`src/rtl/fetch_sequencer_pkg.sv`:
```
// fetch_sequencer_pkg
//  Shared definitions for the instruction fetch sequencer and the control FSM
//  that drives it: FSM state encodings, instruction size in bytes and the
//  width of the settle-wait counter.
package fetch_sequencer_pkg;

  localparam int CNT_W       = 4;
  localparam int INSTR_BYTES = 4;

  // State encodings are shared with the control FSM, so they are plain
  // constants with a fixed encoding rather than an enum.
  localparam logic [0:0] FS_IDLE = 1'b0;
  localparam logic [0:0] FS_WAIT = 1'b1;

  typedef logic [CNT_W-1:0] cnt_t;

  // Clears the two low bits of a redirect target so that the PC always
  // points at a whole instruction word.
  function automatic logic [1:0] low_bits_clear();
    return 2'b00;
  endfunction

endpackage

```
`src/rtl/fetch_sequencer_if.sv`:
```
// fetch_sequencer_if
//  Bundles the fetch sequencer's control-side and memory-side signals.
//  slave  : the fetch sequencer itself
//  master : the control FSM plus instruction memory that surround it
//  Signals
//   fetch_req, pc_load, pc_target : control FSM -> sequencer
//   imem_rdata                    : instruction memory -> sequencer
//   imem_addr                     : sequencer -> instruction memory
//   ir, ir_valid, pc, busy,
//   misalign_err                  : sequencer -> control FSM
interface fetch_sequencer_if #(
  parameter int ADDR_W = 32,
  parameter int DATA_W = 32
) ();

  logic              fetch_req;
  logic              pc_load;
  logic [ADDR_W-1:0] pc_target;
  logic [DATA_W-1:0] imem_rdata;
  logic [ADDR_W-1:0] imem_addr;
  logic [DATA_W-1:0] ir;
  logic              ir_valid;
  logic [ADDR_W-1:0] pc;
  logic              busy;
  logic              misalign_err;

  modport slave (
    input  fetch_req, pc_load, pc_target, imem_rdata,
    output imem_addr, ir, ir_valid, pc, busy, misalign_err
  );

  modport master (
    output fetch_req, pc_load, pc_target, imem_rdata,
    input  imem_addr, ir, ir_valid, pc, busy, misalign_err
  );

endinterface

```
`src/rtl/fetch_wait_counter.sv`:
```
// fetch_wait_counter
//  Counts down the clocks the instruction memory address must be held stable
//  before the read data is captured.
//  Ports
//   clk, rst_n : clock and asynchronous active-low reset
//   load       : load load_val (start of a fetch)
//   load_val   : number of settle clocks
//   dec        : decrement by one while waiting (saturates at zero)
//   clear      : force to zero (fetch aborted); wins over load and dec
//   last       : high when the count is exactly one, i.e. the next edge captures
module fetch_wait_counter
  import fetch_sequencer_pkg::*;
(
  input  logic clk,
  input  logic rst_n,
  input  logic load,
  input  cnt_t load_val,
  input  logic dec,
  input  logic clear,
  output logic last
);

  cnt_t cnt;

  always_ff @(posedge clk or negedge rst_n) begin
    if (!rst_n) begin
      cnt <= '0;
    end else if (clear) begin
      cnt <= '0;
    end else if (load) begin
      cnt <= load_val;
    end else if (dec && (cnt != '0)) begin
      cnt <= cnt - cnt_t'(1);
    end
  end

  assign last = (cnt == cnt_t'(1));

endmodule

```
`src/rtl/fetch_sequencer.sv`:
```
// fetch_sequencer
//  Sequences instruction fetch for the multicycle processor. Owns the PC,
//  presents a registered word address to the combinational instruction
//  memory, waits WAIT_CYCLES clocks for the read data to settle, then latches
//  it into the IR and advances the PC.
//  Parameters
//   ADDR_W      : PC / byte-address width
//   DATA_W      : instruction width
//   WAIT_CYCLES : settle clocks before capture (1..15)
//   RESET_PC    : PC after reset (word aligned)
//  Ports
//   clk, rst_n  : clock and asynchronous active-low reset
//   bus (slave) : fetch_req/pc_load/pc_target from the control FSM,
//                 imem_rdata/imem_addr to instruction memory,
//                 ir/ir_valid/pc/busy/misalign_err back to the control FSM
module fetch_sequencer
  import fetch_sequencer_pkg::*;
#(
  parameter int               ADDR_W      = 32,
  parameter int               DATA_W      = 32,
  parameter int               WAIT_CYCLES = 1,
  parameter logic [ADDR_W-1:0] RESET_PC   = '0
) (
  input  logic             clk,
  input  logic             rst_n,
  fetch_sequencer_if.slave bus
);

  logic [0:0]        state;
  logic [ADDR_W-1:0] tgt;
  logic              misaligned;
  logic              cnt_load;
  logic              cnt_dec;
  logic              cnt_clear;
  logic              cnt_last;

  // Redirect targets are forced onto a word boundary; a non-zero low pair is
  // reported but otherwise ignored.
  assign tgt        = {bus.pc_target[ADDR_W-1:2], low_bits_clear()};
  assign misaligned = |bus.pc_target[1:0];

  // A fetch starts from IDLE whenever fetch_req is high, whether or not a
  // redirect accompanies it. A redirect in WAIT aborts the fetch, so it
  // clears the counter instead of letting it reach the capture count.
  assign cnt_load  = (state == FS_IDLE) && bus.fetch_req;
  assign cnt_dec   = (state == FS_WAIT) && !bus.pc_load;
  assign cnt_clear = (state == FS_WAIT) &&  bus.pc_load;

  fetch_wait_counter u_wait_counter (
    .clk      (clk),
    .rst_n    (rst_n),
    .load     (cnt_load),
    .load_val (cnt_t'(WAIT_CYCLES)),
    .dec      (cnt_dec),
    .clear    (cnt_clear),
    .last     (cnt_last)
  );

  // Main fetch FSM with the PC, IR and address registers. ir_valid and
  // misalign_err are single-cycle pulses, so they fall back to zero unless
  // an edge explicitly raises them. In WAIT a redirect takes priority over
  // the capture so a flushed fetch never produces an instruction.
  always_ff @(posedge clk or negedge rst_n) begin
    if (!rst_n) begin
      state            <= FS_IDLE;
      bus.pc           <= RESET_PC;
      bus.imem_addr    <= RESET_PC;
      bus.ir           <= '0;
      bus.ir_valid     <= 1'b0;
      bus.misalign_err <= 1'b0;
    end else begin
      bus.ir_valid     <= 1'b0;
      bus.misalign_err <= 1'b0;
      case (state)
        FS_IDLE: begin
          if (bus.pc_load) begin
            bus.pc           <= tgt;
            bus.misalign_err <= misaligned;
            if (bus.fetch_req) begin
              bus.imem_addr <= tgt;
              state         <= FS_WAIT;
            end
          end else if (bus.fetch_req) begin
            bus.imem_addr <= bus.pc;
            state         <= FS_WAIT;
          end
        end
        FS_WAIT: begin
          if (bus.pc_load) begin
            bus.pc           <= tgt;
            bus.misalign_err <= misaligned;
            state            <= FS_IDLE;
          end else if (cnt_last) begin
            bus.ir       <= bus.imem_rdata;
            bus.ir_valid <= 1'b1;
            bus.pc       <= bus.imem_addr + ADDR_W'(INSTR_BYTES);
            state        <= FS_IDLE;
          end
        end
        default: begin
          state <= FS_IDLE;
        end
      endcase
    end
  end

  assign bus.busy = (state == FS_WAIT);

endmodule
```
`src/flat_wrapper.sv`:
```
// flat-port wrapper written by rule: the top's interface ports become plain ports
module fetch_sequencer_flat import fetch_sequencer_pkg::*;
#(
  parameter int               ADDR_W      = 32,
  parameter int               DATA_W      = 32,
  parameter int               WAIT_CYCLES = 1,
  parameter logic [ADDR_W-1:0] RESET_PC   = '0
)
  (clk, rst_n, bus_fetch_req, bus_pc_load, bus_pc_target, bus_imem_rdata, bus_imem_addr, bus_ir, bus_ir_valid, bus_pc, bus_busy, bus_misalign_err);
  fetch_sequencer_if #(.ADDR_W(ADDR_W), .DATA_W(DATA_W)) bus_i ();
  input  logic clk;
  input  logic rst_n;
  input wire logic [$bits(bus_i.fetch_req)-1:0] bus_fetch_req;
  input wire logic [$bits(bus_i.pc_load)-1:0] bus_pc_load;
  input wire logic [$bits(bus_i.pc_target)-1:0] bus_pc_target;
  input wire logic [$bits(bus_i.imem_rdata)-1:0] bus_imem_rdata;
  output wire logic [$bits(bus_i.imem_addr)-1:0] bus_imem_addr;
  output wire logic [$bits(bus_i.ir)-1:0] bus_ir;
  output wire logic [$bits(bus_i.ir_valid)-1:0] bus_ir_valid;
  output wire logic [$bits(bus_i.pc)-1:0] bus_pc;
  output wire logic [$bits(bus_i.busy)-1:0] bus_busy;
  output wire logic [$bits(bus_i.misalign_err)-1:0] bus_misalign_err;
  assign bus_i.fetch_req = bus_fetch_req;
  assign bus_i.pc_load = bus_pc_load;
  assign bus_i.pc_target = bus_pc_target;
  assign bus_i.imem_rdata = bus_imem_rdata;
  assign bus_imem_addr = bus_i.imem_addr;
  assign bus_ir = bus_i.ir;
  assign bus_ir_valid = bus_i.ir_valid;
  assign bus_pc = bus_i.pc;
  assign bus_busy = bus_i.busy;
  assign bus_misalign_err = bus_i.misalign_err;
  fetch_sequencer #(.ADDR_W(ADDR_W), .DATA_W(DATA_W), .WAIT_CYCLES(WAIT_CYCLES), .RESET_PC(RESET_PC)) u_core (.clk(clk), .rst_n(rst_n), .bus(bus_i));
endmodule
```
`config.mk`:
```
export PLATFORM = sky130hd
export DESIGN_NAME = fetch_sequencer_flat
export DESIGN_NICKNAME = d
export VERILOG_FILES = /design/src/rtl/fetch_sequencer_pkg.sv /design/src/rtl/fetch_sequencer_if.sv /design/src/rtl/fetch_wait_counter.sv /design/src/rtl/fetch_sequencer.sv /design/src/flat_wrapper.sv
export SDC_FILE = /design/constraint.sdc
export NUM_CORES = 1
export LEC_CHECK = 0
export CORE_MARGIN = 2
export CORE_UTILIZATION = 35
export DETAILED_ROUTE_END_ITERATION = 16
export GPL_TIMING_DRIVEN = 0
export SETUP_SLACK_MARGIN = 0.02
export SYNTH_ARGS = -nofsm -noshare
export SYNTH_HDL_FRONTEND = slang
export SYNTH_SLANG_ARGS = --single-unit
export TNS_END_PERCENT = 5
```
`constraint.sdc`:
```
create_clock -name clk -period 2.3 [get_ports clk]
set_input_delay 0.23 -clock clk [delete_from_list [all_inputs] [get_ports clk]]
set_output_delay 0.23 -clock clk [all_outputs]
set_load 0.03 [all_outputs]
```
# ---- Word-level counts from Yosys, hierarchy flattened
# Cells that the tools add are included.
dict set report word_totals {
  elab_cells 43
  input_bits 68
  latchBits 0
  romBits 0
  reg_bits 103
  ramBits 0
  mem_count 0
}
dict set report op_classes {
  n_eq_ne 3
  n_bitwise 2
  div_mod_pow 0
  multipliers 0
  mux 18
  shifts 0
  n_reduce_logical 11
  order_cmp 0
  n_addsub 2
}
# operator count
set op_table {}
lappend op_table {{$mux W32} 6}
lappend op_table {{$pmux W32 S2} 1}
lappend op_table {{$add A32 B3 Y32 const B} 1}
lappend op_table {{$mux W4} 3}
lappend op_table {{$mux W1} 7}
lappend op_table {{$eq A4 B1 Y1 const B} 1}
lappend op_table {{$logic_and A1 B1 Y1} 4}
lappend op_table {{$reduce_and A2 Y1} 2}
lappend op_table {{$reduce_bool A4 Y1} 1}
lappend op_table {{$sub A4 B1 Y4 const B} 1}
lappend op_table {{$ne A3 B3 Y1 const B} 1}
lappend op_table {{$reduce_and A3 Y1} 1}
lappend op_table {{$reduce_bool A3 Y1} 1}
lappend op_table {{$ne A2 B2 Y1 const B} 1}
lappend op_table {{$not A1 Y1} 2}
lappend op_table {{$pmux W1 S2} 1}
lappend op_table {{$reduce_or A2 Y1} 1}
lappend op_table {{$logic_not A1 Y1} 1}

# ---- Longest topological paths before layout
dict set report depth {
  word_depth 6
  depth_mapped 10
  mapped_depth_nobuf 7
}

# ---- Cells and area by module
# Synthesis repeated with hierarchy kept, for this count alone.
dict set report hier_totals {
  hier_cells 567
  hier_area_um2 5058.6
}
# mod seq_area_each_um2 area_per_inst_um2 cells_each instances
set modules_own_cells {}
lappend modules_own_cells {fetch_sequencer 2477.4 4747.1 536 1}
lappend modules_own_cells {fetch_wait_counter 100.1 311.5 31 1}

# ---- Worst setup path after synthesis
# Ideal clock, no wire load.
dict set report synth_path {
  path_kind {reg2reg}
  start {register u_core.bus.imem_addr[2]}
  end {register u_core.bus.pc[18]}
  path_buffers 0
  t_required_ns 2.217
  arrival_ns 1.753
  slack_ns 0.464
  stages_incl_launch_ff 7
  setup_time_ns 0.083
  path_cell_list {dfrtp_1 > ha_1 > nand3_1 > nor4_1 > xor2_1 > mux2i_1 > o21ai_0}
}
dict set report synth_between {
  elab_chain_cells 4
}
# item line_no
set synth_lines {}
lappend synth_lines {{from (decl)} fetch_sequencer_if.sv:29} ;# output imem_addr, ir, ir_valid, pc, busy, misalign_err
lappend synth_lines {{from (signal assigned)} fetch_sequencer.sv:80} ;# bus.imem_addr <= tgt;
lappend synth_lines {{from (signal assigned)} fetch_sequencer.sv:84} ;# bus.imem_addr <= bus.pc;
lappend synth_lines {{$add A32 B3 Y32} fetch_sequencer.sv:96} ;# bus.pc <= bus.imem_addr + ADDR_W'(INSTR_BYTES);
lappend synth_lines {{$mux W32} fetch_sequencer.sv:93} ;# end else if (cnt_last) begin
lappend synth_lines {{$mux W32} fetch_sequencer.sv:89} ;# if (bus.pc_load) begin
lappend synth_lines {{$pmux W32 S2} fetch_sequencer.sv:74} ;# case (state)
lappend synth_lines {{to (signal assigned)} fetch_sequencer.sv:77} ;# bus.pc <= tgt;
lappend synth_lines {{to (signal assigned)} fetch_sequencer.sv:90} ;# bus.pc <= tgt;
lappend synth_lines {{to (signal assigned)} fetch_sequencer.sv:96}
lappend synth_lines {{to (decl)} fetch_sequencer_if.sv:29}
# Every way passes these cells. The select of a mux whose other input is x is not followed.
# A chain may end at the register's enable or synchronous reset.

# ---- Worst setup path in the final report
# Ends and elaborated chain as after synthesis.

==> flow_summary.ini <==
[sta]
min_period_ps = 2100
setup_viol = 0
finalClockSkew_ps = 4.09
worst_slew_margin_rel_pct = 47.3
hold_viol_final = 0
rsz0062_at_grt = no
worstMarginPinSlew_ps = 788
max_clock_freq_ghz = 0.476
fin_crit_sh_pct = 91.3
drv_slew = 0

[power_and_ir_drop]
pwr-share-clk_pct = 18.4
p_int_mw = 5.49
swShare_pct = 43.2
irDropWorstVdd_v = 0.000566
p_per_area_mw_per_mm2 = 1330
p_switching_mw = 4.17
leakage_nw = 3.14
seq_power_share_pct = 33.0
total_power_mw = 9.67
combPwrFrac_pct = 48.6

[floorplan]
die_area_mm2 = 0.0151
rows = 43
core_mm2 = 0.0139
die-width_um = 123
start_util_pct = 35.7
io_pins = 167
die_h_um = 123

[critical_path]
start_kind = flip-flop
path_cells = ha_1 -> nand3_1 -> nor4_1 -> xor2_1 -> mux2i_1 -> o21ai_0
cp.buffers_inverters = 0
worst_ep_arrival_time_ps = 2370
reg2regPathDepth = 6
slowest_stage = nor4_1
reg2reg_to = u_core.bus.pc[18]
crit_start = u_core.bus.imem_addr[2]
worstSetupEndpoint = u_core.bus.pc[18]
r2r-start = u_core.bus.imem_addr[2]
cp_max_fo = 6
cp-end-kind = flip-flop
cp_top_family = simple AND/OR/NAND/NOR gates
worstSetupPathType = flip-flop to flip-flop
max_stage_delay_ps = 600
required_ps = 2570
path_depth = 6
r2r_setup_slack_ps = 200

[place]
dpl.hpwl_mm = 11.3
gp_congestion = 0.805
placedCellCount = 882
port_buffers = 166

[global_routing]
grt_pass1_wl_mm = 24.5
grt_start_max_net_pins = 59
grt_antenna_before_repair = 0
track_usage_pct = 21.0
grt_pass1_vias = 4607
gr-total-overflow = 0

[routing]
vias = 4556
totalWireLength_mm = 15.5
postRouteAntennaNets = 0
vias_per_cell = 5.05
route.detailed.drc = 0
wire_per_inst_um = 17.2
drt_iter0_drc = 242
dr.pass1.iters = 4

[synthesis]
syn_nets = 606
synth-compound-area-share_pct = 11.5
syn_area_mm2 = 0.00496
yosys-top-cells-area = dfrtp_1 52%, nand2_1 11%, mux2i_1 4.8%, o21ai_0 4.3%, xor2_1 3.4%
synth_top_family_by_area = simple AND/OR/NAND/NOR gates
syn_inst = 535
synth_common_cells = 144 x nand2_1, 103 x dfrtp_1, 43 x o21ai_0, 35 x nor2_1, 24 x mux2i_1
yosys_warnings = 0
yosysSeqAreaShare_pct = 52.0
yosysTopAreaCellShare_pct = 52.0
synth-adder-area-share_pct = 0.757
synth_edf_count = 0
synthDistinctLibCells = 42
synthMostInstantiatedCell = nand2_1
synth-xor-area-share_pct = 4.59
ys_async_sr_fraction_pct = 100
ys.flop_type = dfrtp_1
avgSynthCellArea_um2 = 9.27
synthMuxAreaShare_pct = 4.84
yosys.area_share.simple_pct = 22.9
ys_ff_latch = 103
synth_area_leader_cell = dfrtp_1

[cells_and_area]
n_antenna_cell = 0
drive_above_1_share_pct = 6.23
area_delta_synth_final_pct = 46.4
final_nets = 788
final_cells = 902

[clock_tree]
cts_buffer_depth = 2
clock_latency_ps = 350
cts_tree = yes
clock_sinks = 103
cts-htree-levels = 3
cts_buffers = 9
cts-root-buf = clkbuf_16
clk_pin_slew_ps = 70

[job]
max_cap_violations = 0

[status]
status = finished, final reports clean

[min_path]
hold_class = primary input to flip-flop
==> layout by cell type (no fill, tap or decap), types with 14 or more instances in the layout <==
master / instances
a21oi_1: 15
clkdlybuf4s50_1: 165
nand2b_1: 20
clkbuf_1: 17
nor2_1: 35
a31oi_1: 16
o21ai_0: 43
mux2i_1: 24
xor2_1: 19
dfrtp_1: 103
nand2_1: 144
nand4_1: 14
==> flip-flops by register name, indices dropped and copies added, names as in the netlist <==
register and count:
u_core.bus.ir_valid 1, u_core.bus.ir 32, u_core.bus.pc 32, u_core.bus.misalign_err 1, u_core.bus.busy 1, u_core.u_wait_counter.cnt 4, u_core.bus.imem_addr 32
==> power by group through the flow <==
| stage | registers [mW] | logic, mW | clock network, mW |
|---|---|---|---|
| global placement | 3.19 | 4.64 | 0 |
| CTS | 3.19 | 4.71 | 1.82 |
| finish | 3.19 | 4.70 | 1.78 |
| global route | 3.31 | 5.04 | 1.89 |
| detailed placement | 3.21 | 4.70 | 0 |
| floorplan | 4.38 | 1.43 | 0 |
==> worst reg2reg max path: stages (launching register included) <==
cell and delay, ps:
dfrtp_1 460, ha_1 260, nand3_1 290, nor4_1 600, xor2_1 200, mux2i_1 80, o21ai_0 140
==> metal layers <==
layer / vias up / share of wire, % / GRT usage [%]
met5: - / 0 / 0
met4: 0 / 1.3 / 5.97
met3: 13 / 6.8 / 5.40
met2: 118 / 48 / 34.0
met1: 2244 / 44 / 27.9
li1: 2181 / - / -
==> stage by stage <==
stage | cell area [µm²] | hold WS, ps | util (%) | setup slack [ps] | setup TNS [ps]
finish | 7260 | 406 | 52.3 | 200 | 0
global route | 7260 | 407 | 52.3 | 20.5 | 0
CTS | 7230 | 393 | 52.1 | 75.6 | 0
detailed placement | 6870 | 359 | 49.5 | -19.4 | -43.2
global placement | 6850 | 457 | 49.3 | -3030 | -311610
floorplan | 4960 | -65.6 | - | 464 | 0
==> kinds of logic (layout without fill, tap and decap cells) <==
| kind of cell | count (synthesis) | after routing |
|---|---|---|
| buf+inv | 35 | 222 |
| compound gates | 97 | 97 |
| flops | 103 | 103 |
| xor+xnor | 26 | 26 |
| fa+ha+maj | 3 | 3 |
| simple gates | 247 | 247 |
| mux | 24 | 24 |
==> final cells by class <==
| cell class | instances | area, µm² |
|---|---|---|
| multi-input cells | 397 | 2220 |
| plain buffers | 30 | 151 |
| repair buffers | 172 | 1730 |
| flip-flops and latches | 103 | 2580 |
| clock inverters | 6 | 108 |
| fillers | 1287 | 6620 |
| inverters | 4 | 17.5 |
| well taps | 180 | 225 |
| clock buffers | 10 | 239 |
==> worst min path at each step <==
stage	endpoint	depth (start not counted)	slack, ps	from
floorplan	u_core.bus.busy	0	-70	rst_n
global placement	u_core.bus.ir[13]	2	460	u_core.bus.ir[13]
finish	u_core.bus.ir[5]	3	410	bus_imem_rdata[5]
detailed placement	u_core.bus.ir[6]	1	360	rst_n
global route	u_core.bus.ir[19]	3	410	bus_imem_rdata[19]
CTS	u_core.bus.ir[2]	3	390	bus_imem_rdata[2]
==> what timing repair did <==
item,4_1_cts,5_1_grt
buffers inserted,0,4
setup endpoints to repair,0,29
gates resized for setup,0,4
hold buffers,1,0
hold endpoints to repair,57,0
No activity file was read; power rests on OpenSTA's default activity.
